File: src/rtl/nibble_serial_sub16.sv
// nibble_serial_sub16: multi-cycle subtractor, diff = a - b.
// One SLICE_W-bit slice of a + ~b + carry is evaluated per clock, LSB slice
// first, with the carry held in a register between slices. Reports signed
// overflow, unsigned borrow and zero; optionally saturates on signed overflow.
//
// Handshake: start is a request sampled on any rising edge while the block is
// not in RUN (IDLE or DONE). An accepted start latches a, b and sat_en; busy is
// high during the RUN cycles and done pulses for exactly one cycle when diff,
// ovfl, borrow and zero become valid. Those outputs then hold until the final
// slice of the next operation. There is no back-pressure and no queueing: a
// start seen during RUN is dropped.
module nibble_serial_sub16 #(
  parameter int WIDTH   = 16,
  parameter int SLICE_W = 4
) (
  input  logic             clk,
  input  logic             rst_n,
  input  logic             start,
  input  logic [WIDTH-1:0] a,
  input  logic [WIDTH-1:0] b,
  input  logic             sat_en,
  output logic             busy,
  output logic             done,
  output logic [WIDTH-1:0] diff,
  output logic             ovfl,
  output logic             borrow,
  output logic             zero
);

  localparam int NSL   = WIDTH / SLICE_W;
  localparam int IDX_W = (NSL > 1) ? $clog2(NSL) : 1;
  localparam logic [IDX_W-1:0] LAST_IDX = IDX_W'(NSL - 1);

  typedef enum logic [1:0] {
    IDLE = 2'd0,
    RUN  = 2'd1,
    DONE = 2'd2
  } state_t;

  state_t             state;
  logic [WIDTH-1:0]   op_a;     // latched minuend
  logic [WIDTH-1:0]   op_nb;    // latched inverted subtrahend
  logic [WIDTH-1:0]   res;      // partial result, filled slice by slice
  logic               sat_q;
  logic               carry;
  logic [IDX_W-1:0]   idx;

  logic [SLICE_W:0]   slice_sum;
  logic [WIDTH-1:0]   res_next;
  logic               ovfl_c;
  logic [WIDTH-1:0]   diff_c;

  // Current slice sum, the result with this slice merged in, and the final
  // flags/saturated value (only meaningful on the last slice).
  always_comb begin
    slice_sum = {1'b0, op_a[int'(idx)*SLICE_W +: SLICE_W]}
              + {1'b0, op_nb[int'(idx)*SLICE_W +: SLICE_W]}
              + {{SLICE_W{1'b0}}, carry};
    res_next = res;
    res_next[int'(idx)*SLICE_W +: SLICE_W] = slice_sum[SLICE_W-1:0];
    // a and b differ in sign exactly when a and ~b agree in sign.
    ovfl_c = (op_a[WIDTH-1] == op_nb[WIDTH-1]) &&
             (res_next[WIDTH-1] != op_a[WIDTH-1]);
    if (sat_q && ovfl_c) begin
      diff_c = {op_a[WIDTH-1], {(WIDTH-1){~op_a[WIDTH-1]}}};
    end else begin
      diff_c = res_next;
    end
  end

  // Control FSM plus operand, carry, slice and result registers.
  always_ff @(posedge clk or negedge rst_n) begin
    if (!rst_n) begin
      state  <= IDLE;
      op_a   <= '0;
      op_nb  <= '0;
      res    <= '0;
      sat_q  <= 1'b0;
      carry  <= 1'b0;
      idx    <= '0;
      diff   <= '0;
      ovfl   <= 1'b0;
      borrow <= 1'b0;
      zero   <= 1'b0;
    end else begin
      case (state)
        IDLE, DONE: begin
          if (start) begin
            op_a  <= a;
            op_nb <= ~b;
            sat_q <= sat_en;
            carry <= 1'b1;
            idx   <= '0;
            state <= RUN;
          end else begin
            state <= IDLE;
          end
        end
        RUN: begin
          res   <= res_next;
          carry <= slice_sum[SLICE_W];
          idx   <= idx + IDX_W'(1);
          if (idx == LAST_IDX) begin
            diff   <= diff_c;
            ovfl   <= ovfl_c;
            borrow <= ~slice_sum[SLICE_W];
            zero   <= (diff_c == '0);
            state  <= DONE;
          end
        end
        default: state <= IDLE;
      endcase
    end
  end

  // Status decodes of the state register.
  assign busy = (state == RUN);
  assign done = (state == DONE);

endmodule

File: config.mk
export PLATFORM = sky130hd
export DESIGN_NAME = nibble_serial_sub16
export DESIGN_NICKNAME = d
export VERILOG_FILES = /design/src/rtl/nibble_serial_sub16.sv
export SDC_FILE = /design/constraint.sdc
export NUM_CORES = 1
export LEC_CHECK = 0
export CAP_MARGIN = 5
export CORE_UTILIZATION = 40
export DETAILED_ROUTE_END_ITERATION = 6
export SLEW_MARGIN = 5
export SYNTH_ARGS = -nofsm -noshare
export SYNTH_HDL_FRONTEND = slang
export SYNTH_SLANG_ARGS = --single-unit
File: constraint.sdc
create_clock -name clk -period 9.6 [get_ports clk]
set_clock_uncertainty 0.1 [all_clocks]
set_input_delay 0.96 -clock clk [delete_from_list [all_inputs] [get_ports clk]]
set_output_delay 0.96 -clock clk [all_outputs]
set_load 0.03 [all_outputs]
Word level (Yosys, flattened, before mapping)
Index checks and enable logic that the tools add are counted.
{ "op_classes": {"addsub": 4, "reduce_logical": 9, "n_eq_ne": 7, "n_shift": 4, "bitwise": 3, "n_mux": 9} }
{ "ops": {"columns": ["operator", "count"], "rows": [
  ["$neg A4 Y33", 1],
  ["$shift A4 B33 Y16 const A", 1],
  ["$shiftx A4 B33 Y16", 1],
  ["$shiftx A16 B5 Y4", 2],
  ["$bwmux W16", 1],
  ["$logic_not A16 Y1", 1],
  ["$mux W16", 1],
  ["$not A16 Y16", 1],
  ["$pmux W2 S2", 2],
  ["$reduce_and A2 Y1", 3],
  ["$add A4 B4 Y5", 1],
  ["$add A5 B1 Y5", 1],
  ["$eq A2 B2 Y1 const B", 2],
  ["$mux W2", 2],
  ["$add A2 B1 Y2 const B", 1],
  ["$eq A2 B1 Y1 const B", 1],
  ["$logic_and A1 B1 Y1", 2],
  ["$logic_not A2 Y1", 1],
  ["$mux W1", 2],
  ["$ne A2 B1 Y1 const B", 1],
  ["$ne A2 B2 Y1 const B", 1],
  ["$not A1 Y1", 2],
  ["$pmux W1 S2", 1],
  ["$reduce_bool A2 Y1", 1],
  ["other kinds (3)", 3]
]} }
{ "word_totals": {"out_inout_bits": 21, "ff_bits": 73, "wordCells": 47, "input_bits": 36} }

Logic depth before layout (Yosys ltp)
{ "logic_depth": {"depth_word": 10, "mapped_depth": 10, "depth_no_buf": 9} }

Worst setup path after synthesis
Ideal clock, no wire load.
{ "synth_path": {"path_type": "register -> register", "start": "register idx[0]", "end": "register zero", "arrival_time_ns": 2.921, "path_stages_with_launch": 11, "path_slack_ns": 6.476, "setup_ns": 0.103, "period_less_slack_ns": 3.124, "n_path_buf": 1, "required_time_ns": 9.397, "path_cell_list": "dfrtp_1 -> buf_2 -> mux4_2 -> fa_1 -> inv_1 -> fa_1 -> xnor2_1 -> a21oi_1 -> nand4_1 -> a2111o_1 -> o41ai_2"} }
{ "synth_between": {"elab_chain_cells": 10, "word_cells_on_any_way": 15, "cone_classes": "add/sub: 3; eq/ne: 2; shift: 4; mux: 2; reduce/logical: 4"} }
{ "synth_rtl": {"columns": ["element", "line_no", "source"], "rows": [
  ["start: declaration", "46", "logic [IDX_W-1:0] idx;"],
  ["start signal: assignment", "102", "idx <= idx + IDX_W'(1);"],
  ["$shiftx A16 B5 Y4 (on tied branches)", "56, 57", null],
  ["$add A4 B4 Y5", "57", "+ {1'b0, op_nb[int'(idx)*SLICE_W +: SLICE_W]}"],
  ["$add A5 B1 Y5", "58", "+ {{SLICE_W{1'b0}}, carry};"],
  ["$shiftx A4 B33 Y16", "60", "res_next[int'(idx)*SLICE_W +: SLICE_W] = slice_sum[SLICE_W-1:0];"],
  ["$bwmux W16", "60", null],
  ["$ne A1 B1 Y1", "63", "(res_next[WIDTH-1] != op_a[WIDTH-1]);"],
  ["$logic_and A1 B1 Y1", "62", "ovfl_c = (op_a[WIDTH-1] == op_nb[WIDTH-1]) &&"],
  ["$logic_and A1 B1 Y1", "64", "if (sat_q && ovfl_c) begin"],
  ["$mux W16", "64", null],
  ["$logic_not A16 Y1", "107", "zero <= (diff_c == '0);"],
  ["end signal: assignment", "107", null],
  ["end: declaration", "27", "output logic zero"]
]} }
Several ways; a longest one is shown, not always the timed one.
A chain may end at the register's enable or synchronous reset.

Final worst setup path
Ends and elaborated chain as after synthesis.

==> qor.yml <==
status: "complete, no violations"
swShare_pct: 41.9
cts_setup_buffers: 0
syn-num-nets: 358
cts_tree: "built"
crit_path_end_kind: "flip-flop"
start_util_pct: 41.0
p_comb_share_pct: 52.1
cts_buffers: 9
cp-startpoint: "idx[0]"
io_pins: 57
fmax_ghz: 0.273
path_class: "flip-flop to flip-flop"
drt-total-wl_mm: 7.38
grt_usage_pct: 18.4
synth_flop_cell: "dfrtp_1"
syn_inst: 311
hold_path_class: "flip-flop to flip-flop"
critPathMaxFanout: 17
maxCapViolCount: 0
grt_max_degree: 74
synth_seq_cells: 73
antenna_found_initial: 0
startpoint_type: "flip-flop"
ys_warn_count: 0
clk_pin_slew_ps: 80
rsz0062_at_grt: "no"
portBuffers: 56
wire_per_inst_um: 15.5
insertion_delay_ps: 340
avgSynthCellArea_um2: 11.4
root_buffer: "clkbuf_8"
netlist_area_um2: 3560
antenna_left: 0
p_leak_uw: 0.00186
syn_to_final_growth_pct: 23.9
vias: 2503
power.switching_uw: 744
finalCritPeriodShare_pct: 38.2
p_int_uw: 1030
clockBufferDepth: 2
relSlewSlack_pct: 38.7
multiInputGateArea_um2: 1590
reg2reg_from: "idx[0]"
power_density_nw_per_um2: 403
gp_congestion: 0.749
p_clk_share_pct: 16.6
drive_gt1_share_pct: 17.7
core_area_um2: 8680
antennaDiodeCount: 0
final_cells: 476
grt_pass1_vias: 2557
post-route-min-period_ps: 3670
fp-row-count: 34
crit_required_ps: 9750
drc_errors: 0
cts_hold_buf: 0
synth-async-reset-ratio_pct: 100
min_from: "op_nb[14]"
cts-htree-levels: 3
place_inst: 460
fin_tns_setup_ps: 0
drv_slew: 0
cts_sinks: 73
grt_pass1_wl_mm: 12.6
hold_viol: 0
dieWidth_um: 96.3
vdd_drop_max_uv: 181
via_per_inst: 5.26
finalSetupViolations: 0
seq_power_share_pct: 31.3
final_common_cell: "dfrtp_1"
crit_arrival_ps: 3810
synth_edf_count: 0
stdcell_area_um2: 4410
drt_iter0_markers: 100
dpl-instance-area_um2: 4170
drt-pass1-iter-count: 4
post_cts_resized: 0
ff_latch_area_um2: 1830
grt_overflow_total: 0
layout_common_cells: "dfrtp_1, clkdlybuf4s50_1, nand2_1, o21ai_0, mux2_2"
fin_nets: 410
dpl.hpwl_mm: 5.09
r2r_slack_ps: 5930
dieArea_um2: 9280
dieHeight_um: 96.3
hold_ws_ps: 376
synth.yosys.seq_area_share_pct: 51.3
synth_cell_types: 54
final.fill_count: 785
tightest_slew_ps: 920
power groups by stage:
| stage | sequential [uW] | clock (uW) | combinational, uW |
|---|---|---|---|
| after floorplan | 596 | 0 | 608 |
| after global placement | 560 | 0 | 921 |
| after detailed placement | 561 | 0 | 929 |
| after CTS | 558 | 302 | 934 |
| after global routing | 578 | 315 | 1030 |
| final | 556 | 295 | 926 |
registers in the layout (all words and copies together) (netlist names), 2 cells and up:
| register | cells |
|---|---|
| op_nb | 16 |
| res | 16 |
| idx | 2 |
| diff | 16 |
| op_a | 16 |
| state | 2 |
per-stage QoR:
| step | utilization, % | power (uW) | worst slack (ps) |
|---|---|---|---|
| after global placement | 48.0 | 1480 | 6020 |
| after floorplan | - | 1200 | 6480 |
| after global routing | 50.8 | 1920 | 5650 |
| after CTS | 50.8 | 1790 | 5910 |
| after detailed placement | 48.0 | 1490 | 5960 |
| final | 50.8 | 1780 | 5930 |
cell usage after synthesis, drive strengths merged, types with 2 or more instances:
library cell | count | share of area (%)
and4bb | 2 | 0.81
nor2b | 7 | 1.2
and3 | 2 | 0.35
inv | 10 | 1.1
mux2 | 17 | 5.4
nand2b | 6 | 1.1
nand3 | 3 | 0.42
nand2 | 41 | 4.4
o21ai | 40 | 5.6
a22oi | 6 | 1.3
nand4 | 2 | 0.35
o22a | 2 | 0.49
ha | 9 | 3.2
dfrtp | 73 | 51
fa | 2 | 1.1
clkbuf | 11 | 1.2
nor3 | 2 | 0.28
buf | 6 | 1.7
a211oi | 13 | 4.1
nor4bb | 2 | 0.56
nor2 | 15 | 1.6
xnor2 | 2 | 0.49
mux4 | 8 | 5.1
o21bai | 2 | 0.42
mux2i | 2 | 0.56
a21oi | 7 | 0.98
layout make-up:
class | instances | share of cell area, %
clock buffer | 11 | 3.20
clock inverter | 5 | 2.33
inverter | 11 | 0.936
multi-input combinational | 210 | 36.1
sequential | 73 | 41.4
tap | 108 | 3.06
timing repair buffer | 58 | 12.9
critical path, stage by stage (launching register included):
cell      delay (ps)
dfrtp_1          830
mux4_2           610
fa_1             430
inv_1             80
fa_1             200
xnor2_1          220
a21oi_1          340
nand4_1          160
a2111o_1         400
o41ai_2          200
worst paths after layout:
kind,to,cells past startpoint
setup / recovery,zero,9
hold / removal,op_nb[14],2
setup reg to reg,zero,9
hold reg to reg,op_nb[14],2
max in group asynchronous,res[14],2
min in group asynchronous,diff[8],2
cell families after synthesis:
kind of cell	synth area share (%)
xor gates and xnor gates	0.492
DFF	51.3
muxes	11.0
AOI/OAI and AO/OA	16.1
adders and majority gates	4.29
buffers and inverters	3.97
and+or+nand+nor	12.8
layer usage:
layer / GRT usage [%] / wire length (um)
met4: 7.48 / 116
met1: 25.2 / 3630
met2: 28.6 / 3360
met5: 0 / 0
met3: 3.71 / 273
Note: power is estimated with default switching activity, not from simulation.
